===== src/rtl/hood_mode_sequencer_pkg.sv =====
// hood_mode_sequencer_pkg
// Shared definitions for the range-hood mode sequencer: mode encodings,
// default timing and reminder constants, and a helper that says whether a
// mode runs the fan (and therefore accumulates worktime).
package hood_mode_sequencer_pkg;

  localparam logic [2:0] MODE_OFF     = 3'd0;
  localparam logic [2:0] MODE_STANDBY = 3'd1;
  localparam logic [2:0] MODE_L1      = 3'd2;
  localparam logic [2:0] MODE_L2      = 3'd3;
  localparam logic [2:0] MODE_STORM   = 3'd4;
  localparam logic [2:0] MODE_CLEAN   = 3'd5;

  localparam logic [7:0] STORM_SEC_DEF    = 8'd60;
  localparam logic [7:0] CLEAN_SEC_DEF    = 8'd180;
  localparam logic [7:0] REMIND_HOURS_DEF = 8'h10;

  // Fan-running modes are the ones in which the accumulator counts.
  function automatic logic fan_running(input logic [2:0] m);
    return (m == MODE_L1) || (m == MODE_L2) || (m == MODE_STORM);
  endfunction

endpackage


===== src/rtl/hood_mode_sequencer_if.sv =====
// hood_mode_sequencer_if
// Request/status bundle between the user-input side (master) and the mode
// sequencer (slave).
//   master drives : tick_1s, power_on, req_* pulses, worktime
//   slave  drives : mode, suspend, clean_worktime_yet, countdown,
//                   remind_clean, storm_used
// Signalling: there is no valid/ready pairing here. Every req_* and tick_1s
// is a single-cycle strobe, sampled on the rising clock edge; a strobe that
// is not legal in the current mode is dropped and never queued. power_on and
// worktime are levels. All slave outputs are registered.
interface hood_mode_sequencer_if;
  logic        tick_1s;
  logic        power_on;
  logic        req_stop;
  logic        req_l1;
  logic        req_l2;
  logic        req_storm;
  logic        req_clean;
  logic [23:0] worktime;
  logic [2:0]  mode;
  logic        suspend;
  logic        clean_worktime_yet;
  logic [7:0]  countdown;
  logic        remind_clean;
  logic        storm_used;

  modport master (
    output tick_1s, power_on, req_stop, req_l1, req_l2, req_storm, req_clean,
           worktime,
    input  mode, suspend, clean_worktime_yet, countdown, remind_clean,
           storm_used
  );

  modport slave (
    input  tick_1s, power_on, req_stop, req_l1, req_l2, req_storm, req_clean,
           worktime,
    output mode, suspend, clean_worktime_yet, countdown, remind_clean,
           storm_used
  );
endinterface


===== src/rtl/hood_countdown.sv =====
// hood_countdown
// 8-bit seconds countdown shared by the storm and self-clean modes.
// Ports:
//   clk, rst_n  clock, asynchronous active-low reset
//   load        load load_val (wins over tick)
//   load_val    value loaded on load
//   tick        1 Hz enable; decrements a non-zero count
//   abort       clear to 0 (wins over load and tick)
//   count       registered remaining seconds
//   done        combinational: this tick takes the count from 1 to 0
module hood_countdown (
  input  logic       clk,
  input  logic       rst_n,
  input  logic       load,
  input  logic [7:0] load_val,
  input  logic       tick,
  input  logic       abort,
  output logic [7:0] count,
  output logic       done
);

  always_ff @(posedge clk or negedge rst_n) begin
    if (!rst_n) begin
      count <= 8'd0;
    end else if (abort) begin
      count <= 8'd0;
    end else if (load) begin
      count <= load_val;
    end else if (tick && (count != 8'd0)) begin
      count <= count - 8'd1;
    end
  end

  // Only meaningful when the owner is neither loading nor aborting this cycle.
  assign done = tick && (count == 8'd1);

endmodule


===== src/rtl/hood_mode_sequencer.sv =====
// hood_mode_sequencer
// Top-level mode controller for the range-hood fan. Arbitrates user requests
// (stop > clean > storm > l2 > l1, illegal requests dropped), owns the shared
// countdown, drives the worktime accumulator controls and raises the
// cleaning reminder.
// Ports:
//   clkout  system clock
//   rst     asynchronous active-low reset
//   bus     hood_mode_sequencer_if.slave (requests in, status out)
// Build option: HOOD_STORM_ONCE_EN - when defined, storm may be entered only
// once per power session (req_storm dropped while storm_used is set).
// The FSM state is visible directly as bus.mode.
module hood_mode_sequencer
  import hood_mode_sequencer_pkg::*;
#(
  parameter logic [7:0] STORM_SEC    = STORM_SEC_DEF,
  parameter logic [7:0] CLEAN_SEC    = CLEAN_SEC_DEF,
  parameter logic [7:0] REMIND_HOURS = REMIND_HOURS_DEF
) (
  input logic                  clkout,
  input logic                  rst,
  hood_mode_sequencer_if.slave bus
);

  logic [2:0] mode_q, mode_n;
  logic       suspend_q;
  logic       pulse_q, pulse_n;
  logic       remind_q, remind_n;
  logic       used_q, used_n;
  logic       storm_ok;
  logic       cd_load, cd_abort, cd_done;
  logic [7:0] cd_val, cd_count;
  logic [7:0] hours;
  logic       unused_worktime;

  assign hours           = bus.worktime[23:16];
  assign unused_worktime = ^bus.worktime[15:0];

`ifdef HOOD_STORM_ONCE_EN
  assign storm_ok = bus.req_storm && !used_q;
`else
  assign storm_ok = bus.req_storm;
`endif

  hood_countdown u_countdown (
    .clk      (clkout),
    .rst_n    (rst),
    .load     (cd_load),
    .load_val (cd_val),
    .tick     (bus.tick_1s),
    .abort    (cd_abort),
    .count    (cd_count),
    .done     (cd_done)
  );

  always_comb begin
    mode_n   = mode_q;
    cd_load  = 1'b0;
    cd_val   = 8'd0;
    cd_abort = 1'b0;
    pulse_n  = 1'b0;
    used_n   = used_q;
    if (!bus.power_on) begin
      mode_n   = MODE_OFF;
      cd_abort = 1'b1;
      used_n   = 1'b0;
    end else begin
      case (mode_q)
        MODE_OFF: mode_n = MODE_STANDBY;
        MODE_STANDBY: begin
          // A stop here is legal but already satisfied; it still masks
          // the lower-priority requests.
          if (!bus.req_stop) begin
            if (bus.req_clean) begin
              mode_n  = MODE_CLEAN;
              cd_load = 1'b1;
              cd_val  = CLEAN_SEC;
            end else if (storm_ok) begin
              mode_n  = MODE_STORM;
              cd_load = 1'b1;
              cd_val  = STORM_SEC;
              used_n  = 1'b1;
            end else if (bus.req_l2) begin
              mode_n = MODE_L2;
            end else if (bus.req_l1) begin
              mode_n = MODE_L1;
            end
          end
        end
        MODE_L1, MODE_L2: begin
          // Clean is not accepted while the fan is running.
          if (bus.req_stop) begin
            mode_n = MODE_STANDBY;
          end else if (storm_ok) begin
            mode_n  = MODE_STORM;
            cd_load = 1'b1;
            cd_val  = STORM_SEC;
            used_n  = 1'b1;
          end else if (bus.req_l2) begin
            mode_n = MODE_L2;
          end else if (bus.req_l1) begin
            mode_n = MODE_L1;
          end
        end
        MODE_STORM: begin
          if (bus.req_stop) begin
            mode_n   = MODE_STANDBY;
            cd_abort = 1'b1;
          end else if (bus.req_l2) begin
            mode_n   = MODE_L2;
            cd_abort = 1'b1;
          end else if (bus.req_l1) begin
            mode_n   = MODE_L1;
            cd_abort = 1'b1;
          end else if (cd_done) begin
            mode_n = MODE_L2;
          end
        end
        MODE_CLEAN: begin
          if (bus.req_stop) begin
            mode_n   = MODE_STANDBY;
            cd_abort = 1'b1;
          end else if (cd_done) begin
            mode_n  = MODE_STANDBY;
            pulse_n = 1'b1;
          end
        end
        default: mode_n = MODE_OFF;
      endcase
    end
    // Hold the reminder low while the clear pulse is out and one cycle
    // after, so the accumulator's cleared worktime has time to arrive.
    remind_n = (hours >= REMIND_HOURS) && !pulse_n && !pulse_q;
  end

  always_ff @(posedge clkout or negedge rst) begin
    if (!rst) begin
      mode_q    <= MODE_OFF;
      suspend_q <= 1'b0;
      pulse_q   <= 1'b0;
      remind_q  <= 1'b0;
      used_q    <= 1'b0;
    end else begin
      mode_q    <= mode_n;
      suspend_q <= fan_running(mode_n);
      pulse_q   <= pulse_n;
      remind_q  <= remind_n;
      used_q    <= used_n;
    end
  end

  assign bus.mode               = mode_q;
  assign bus.suspend            = suspend_q;
  assign bus.clean_worktime_yet = pulse_q;
  assign bus.countdown          = cd_count;
  assign bus.remind_clean       = remind_q;
  assign bus.storm_used         = used_q;

endmodule


===== src/flat_wrapper.sv =====
// flat-port wrapper written by rule: the top's interface ports become plain ports
module hood_mode_sequencer_flat import hood_mode_sequencer_pkg::*;
#(
  parameter logic [7:0] STORM_SEC    = STORM_SEC_DEF,
  parameter logic [7:0] CLEAN_SEC    = CLEAN_SEC_DEF,
  parameter logic [7:0] REMIND_HOURS = REMIND_HOURS_DEF
)
  (clkout, rst, bus_tick_1s, bus_power_on, bus_req_stop, bus_req_l1, bus_req_l2, bus_req_storm, bus_req_clean, bus_worktime, bus_mode, bus_suspend, bus_clean_worktime_yet, bus_countdown, bus_remind_clean, bus_storm_used);
  hood_mode_sequencer_if bus_i ();
  input logic clkout;
  input logic rst;
  input wire logic [$bits(bus_i.tick_1s)-1:0] bus_tick_1s;
  input wire logic [$bits(bus_i.power_on)-1:0] bus_power_on;
  input wire logic [$bits(bus_i.req_stop)-1:0] bus_req_stop;
  input wire logic [$bits(bus_i.req_l1)-1:0] bus_req_l1;
  input wire logic [$bits(bus_i.req_l2)-1:0] bus_req_l2;
  input wire logic [$bits(bus_i.req_storm)-1:0] bus_req_storm;
  input wire logic [$bits(bus_i.req_clean)-1:0] bus_req_clean;
  input wire logic [$bits(bus_i.worktime)-1:0] bus_worktime;
  output wire logic [$bits(bus_i.mode)-1:0] bus_mode;
  output wire logic [$bits(bus_i.suspend)-1:0] bus_suspend;
  output wire logic [$bits(bus_i.clean_worktime_yet)-1:0] bus_clean_worktime_yet;
  output wire logic [$bits(bus_i.countdown)-1:0] bus_countdown;
  output wire logic [$bits(bus_i.remind_clean)-1:0] bus_remind_clean;
  output wire logic [$bits(bus_i.storm_used)-1:0] bus_storm_used;
  assign bus_i.tick_1s = bus_tick_1s;
  assign bus_i.power_on = bus_power_on;
  assign bus_i.req_stop = bus_req_stop;
  assign bus_i.req_l1 = bus_req_l1;
  assign bus_i.req_l2 = bus_req_l2;
  assign bus_i.req_storm = bus_req_storm;
  assign bus_i.req_clean = bus_req_clean;
  assign bus_i.worktime = bus_worktime;
  assign bus_mode = bus_i.mode;
  assign bus_suspend = bus_i.suspend;
  assign bus_clean_worktime_yet = bus_i.clean_worktime_yet;
  assign bus_countdown = bus_i.countdown;
  assign bus_remind_clean = bus_i.remind_clean;
  assign bus_storm_used = bus_i.storm_used;
  hood_mode_sequencer #(.STORM_SEC(STORM_SEC), .CLEAN_SEC(CLEAN_SEC), .REMIND_HOURS(REMIND_HOURS)) u_core (.clkout(clkout), .rst(rst), .bus(bus_i));
endmodule

===== config.mk =====
export PLATFORM = sky130hd
export DESIGN_NAME = hood_mode_sequencer_flat
export DESIGN_NICKNAME = d
export VERILOG_FILES = /design/src/rtl/hood_mode_sequencer_pkg.sv /design/src/rtl/hood_mode_sequencer_if.sv /design/src/rtl/hood_countdown.sv /design/src/rtl/hood_mode_sequencer.sv /design/src/flat_wrapper.sv
export SDC_FILE = /design/constraint.sdc
export NUM_CORES = 1
export LEC_CHECK = 0
export BUFFER_PORTS_ARGS = -buffer_cell sky130_fd_sc_hd__buf_2
export CAP_MARGIN = 20
export CORE_MARGIN = 2
export CORE_UTILIZATION = 34
export CTS_CLUSTER_SIZE = 20
export DETAILED_ROUTE_END_ITERATION = 12
export PLACE_DENSITY = 0.64
export SLEW_MARGIN = 10
export SYNTH_ARGS = -nofsm -noshare
export SYNTH_HDL_FRONTEND = slang
export SYNTH_SLANG_ARGS = --single-unit

===== constraint.sdc =====
create_clock -name clkout -period 3.7 [get_ports clkout]
set_input_delay 0 -clock clkout [delete_from_list [all_inputs] [get_ports clkout]]
set_output_delay 0 -clock clkout [all_outputs]
set_load 0.05 [all_outputs]

== Yosys cells after proc, flatten, opt, wreduce, memory -nomap -nowiden ==
Index checks and enable logic that the tools add are counted.

* Input port bits: 33
* Output and inout port bits: 15
* Bits in registers: 15
* Word-level logic and storage cells: 79

* $lt $le $gt $ge: 1
* Reduce and logical (&&, ||, !) cells: 13
* Equal/unequal tests: 13
* Add/subtract/negate cells: 1
* Mux-type cells: 45

{| class="wikitable"
|+ Operators with widths
! cell !! count
|-
| 2-to-1 mux 8 bit || 6
|-
| 2-to-1 mux 3 bit || 13
|-
| 2-to-1 mux 1 bit || 19
|-
| case mux 8 bit (2 select lines) || 1
|-
| case mux 3 bit (5 select lines) || 1
|-
| equality test 3 x 2 -> 1 bit, second input constant || 4
|-
| 2-to-1 mux 6 bit || 2
|-
| equality test 3 bit, second input constant || 3
|-
| != test 3 bit, second input constant || 3
|-
| equality test 8 x 1 -> 1 bit, second input constant || 1
|-
| >= comparator 8 x 5 -> 1 bit, second input constant || 1
|-
| nonzero test 8 bit || 1
|-
| subtractor 8 x 1 -> 8 bit, second input constant || 1
|-
| case mux 1 bit (2 select lines) || 3
|-
| logical AND 1 bit || 4
|-
| AND reduction 4 bit || 1
|-
| equality test 3 x 1 -> 1 bit, second input constant || 1
|-
| zero test 3 bit || 1
|-
| != test 3 x 1 -> 1 bit, second input constant || 1
|-
| nonzero test 3 bit || 1
|-
| zero test 1 bit || 2
|-
| logical OR 1 bit || 2
|-
| OR reduction 2 bit || 1
|}

== Depth between registers and ports, before layout ==
* Depth after elaboration: 11
* Mapped depth: 7
* Gate-level depth less buffers: 7

== Modules after synthesis ==
A second synthesis with hierarchy kept.

* Cells, all modules: 115
* Area total of the unflattened synthesis: 997.2 um^2

{| class="wikitable"
|+ Modules (own cells, without submodules)
! module !! instances !! seq. area each (um^2) !! area each (um^2) !! cells each
|-
| hood_countdown || 1 || 200.2 || 559.3 || 66
|-
| hood_mode_sequencer || 1 || 175.2 || 437.9 || 49
|}

== Least setup slack after synthesis ==
Ideal clock, no wire load.

* Path type: reg-to-reg
* Start point: register u_core.u_countdown.count[0]
* End point: register u_core.u_countdown.count[3]
* Path buffers: 0
* Library setup time: 99 ps
* Path slack: 1499 ps
* Clock period less this slack: 2201 ps
* Data required time: 3601 ps
* Data arrival time: 2101 ps
* Stages on the path, launching flop included: 7
* Cell sequence: dfrtp_1 inv_1 ha_1 nor2b_1 and3b_4 or4_1 a311oi_1

* Cells in the longest elaborated chain, start to end: 4
* Elaborated cells between the ends (all ways): 7
* Those cells by class: add/sub (1); mux (3); reduce/logical (3)

{| class="wikitable"
|+ Ends and longest elaborated chain
! what !! RTL line !! text
|-
| from (decl) || hood_countdown.sv:18 || <nowiki>output logic [7:0] count,</nowiki>
|-
| from (signal assigned) || hood_countdown.sv:28 || <nowiki>count <= load_val;</nowiki>
|-
| from (signal assigned) || hood_countdown.sv:30 || <nowiki>count <= count - 8'd1;</nowiki>
|-
| subtractor 8 x 1 -> 8 bit || hood_countdown.sv:30 ||
|-
| 2-to-1 mux 8 bit || hood_countdown.sv:29 || <nowiki>end else if (tick && (count != 8'd0)) begin</nowiki>
|-
| 2-to-1 mux 8 bit || hood_countdown.sv:27 || <nowiki>end else if (load) begin</nowiki>
|-
| 2-to-1 mux 8 bit || hood_countdown.sv:25 || <nowiki>end else if (abort) begin</nowiki>
|}

Several ways; a longest one is shown, not always the timed one. The select of a mux whose other input is x is not followed.
A chain may end at the register's enable or synchronous reset.

== Worst setup path after layout ==
Same ends and word-level chain as after synthesis.

==> impl_results.md <==
* Top post-synthesis cells by count: dfrtp_1 (15), a21oi_1 (9), nor3_1 (8)
* Fmax at 515.9 MHz
* Final HPWL DP at 1.643 mm
* H-tree depth at 1
* Setup TNS at 0 ps
* Routed vias/inst at 5.466
* Synth Instances at 100
* # diodes at 0
* Outcome: complete, no violations
* Max-Cap Viols at 0
* Dominant synthesized flop cell: dfrtp_1
* Largest net degree at the start of global routing at 16
* Layout area overhead at 23.41%
* # clock sinks at 15
* R2r setup slk at 1760 ps
* Cell Rows at 18
* Clock-pin slew on the worst setup and hold paths at 90 ps
* CTS buffer count at 3
* Die area at 3085 sq um
* Crit path launch type: flop
* Area leader, netlist: dfrtp_1
* Most area-consuming cells after synthesis: dfrtp_1 (42%), a21oi_1 (5.0%), nor3_1 (4.4%)
* Yosys warns at 0
* Final max-slew violation count at 0
* Unrepaired setup endpoints after global routing: false
* Final WL at 2.086 mm
* Initial Utilization at 36.14%
* Max FO, Critical Path at 5
* Worst Hold Class: primary input to flop
* Initial DRT Pass Iterations at 4
* Placed cell area at 1069 sq um
* Clk root buf: clkbuf_4
* CTS tree: yes
* Slew margin rel. at 72.10%
* First-pass GRT wire length at 3.498 mm
* Worst Path Required at 3880 ps
* Multi-input logic area at 501.7 sq um
* Core area at 2500 sq um
* Maximum clock insertion buffer count at 2
* Synth Area in Adders at 4.155%
* Combinational family with the most area after synthesis: simple AND/OR/NAND/NOR gates
* Vias in the first global route at 794
* Die Ht at 55.55 microns
* Die width at 55.55 microns
* Power Density at 686.0 nW/um^2
* Share of layout cells above drive strength 1 at 25.95%
* Syn Area/Cell at 9.034 sq um
* Filler cell count at 256
* Worst Path Arrival at 2120 ps
* Setup crit end kind: flop
* Clock Latency Late Sink at 270 ps
* Compound-gate portion of the synthesized area at 18.56%
* Number of synthesized flops with an enable pin at 0
* IO Port Bufs at 27
* GRT Total Usage at 13.88%
* NumNets Final at 168
* GP Congestion at 0.8817
* Initial antenna violation count at 0
* Storage element area at 375.4 sq um
* Post-route cell area at 1115 sq um
* Synthesized flop and latch total at 15
* Worst VDD drop at 0.0004321 V
* Setup Viol. Count Final at 0
* Global route overflow at 0
* I/O pin count at 48
* Post-CTS Setup Bufs at 0
* Period utilization at 52.39%
* Synth Area in Simple Gates at 28.81%
* Yosys top cell area share at 41.55%
* Fin crit period at 1938 ps
* Seq/Total Area, Yosys at 41.55%
* Fin. Hold Viols at 0
* Netlist cell types at 32
* LEAKAGE at 0.0005291 uW
* Skew final at 5.979 ps
* Crit Path Category: flop to flop
* Detail Route Antenna Nets at 0
* Async S/R FF share, synth at 100.0%
* Multiplexer area fraction after synthesis at 1.108%
* Util after Layout at 44.59%
* Post-synth design cell area at 903.4 sq um
* DRC at 0
* Wire per inst at 12.96 microns
* Drt initial violations at 37
* Via count at 880
* Count leader, synth: dfrtp_1
* Least-Margin Pin Slew at 415.0 ps
* Synthesized Nets at 136
* XOR/XNOR share of the synthesized area at 2.909%
## flip-flops by register name, summed over array words and instances, names as in the netlist
signal / cells
u_core.bus.clean_worktime_yet: 1
u_core.bus.mode: 3
u_core.bus.remind_clean: 1
u_core.bus.storm_used: 1
u_core.bus.suspend: 1
u_core.u_countdown.count: 8
## layer usage
metal | GRT usage, % | vias to the layer above | wire length (microns)
met4 | 3.833 | 0 | 27
met3 | 3.981 | 6 | 137
met2 | 21.94 | 39 | 956
met5 | 0 | - | 0
met1 | 18.50 | 401 | 964
li1 | - | 434 | -
## stage by stage
stage               std cells  setup WS, ps  total power (uW)  hold slack (ps)
floorplan                 100          1499             576.1           -295.6
global placement          155          1837             662.7           -88.09
detailed placement        155          1791             674.9           -79.97
CTS                       161          1760             767.9            2.549
global route              161          1666             821.9            34.32
finish                    161          1762             764.8            19.87
## where the power goes
part	total, uW	internal, uW	switching (uW)
clock	89.5	41.7	47.8
combinational	434	152	282
sequential	241	197	44.0
total	765	391	374
## critical path, cell delays in order, from the launching register on
cell      delay [ps]
dfrtp_1          380
inv_1            100
ha_1             230
nor2b_1          160
and3b_4          210
or4_1            490
a311oi_1         270
## cell families after synthesis
logic type,after synthesis
simple gates,46
compound gates,25
flops,15
buf+inv,7
xor+xnor,3
fa+ha+maj,3
mux,1
## final cells by class
cell class                      instances  share of cell area, %
Multi-Input combinational cell         78                  45.01
Tap cell                               30                  3.367
Sequential cell                        15                  33.67
Timing Repair Buffer                   29                  13.92
Clock buffer                            4                  2.357
Inverter                                5                  1.684
## final timing paths
| path | startpoint | end | cells past startpoint |
|---|---|---|---|
| worst max-delay path | u_core.u_countdown.count[0]$_DFFE_PN0P_ | u_core.u_countdown.count[3]$_DFFE_PN0P_ | 6 |
| worst min-delay path | bus_tick_1s | u_core.u_countdown.count[1]$_DFFE_PN0P_ | 2 |
| worst max register to register | u_core.u_countdown.count[0]$_DFFE_PN0P_ | u_core.u_countdown.count[3]$_DFFE_PN0P_ | 6 |
| worst min register to register | u_core.bus.clean_worktime_yet$_DFF_PN0_ | u_core.bus.remind_clean$_DFF_PN0_ | 1 |
| max in group asynchronous | rst | u_core.u_countdown.count[7]$_DFFE_PN0P_ | 2 |
| min in group asynchronous | rst | u_core.bus.mode[1]$_DFF_PN0_ | 2 |
## repair_timing
action	4_1_cts	5_1_grt
setup endpoints to repair	0	0
gates resized for setup	0	0
hold buffers	2	0
hold endpoints to repair	16	0
## placed cells by master (no fill, tap or decap), drive strengths merged, types with 2 or more instances in the layout
cell type	instances
a21oi	9
inv	5
nor2	7
xnor2	3
nor3	8
a21o	3
ha	3
nor2b	3
nor4	6
a311oi	2
dlygate4sd3	2
o21ba	2
nand2	7
buf	27
dfrtp	15
o21ai	2
nand3	2
clkbuf	4
nand3b	2
or3	3
a211oi	2
nand2b	4
Note: power is estimated with default switching activity, not from simulation.
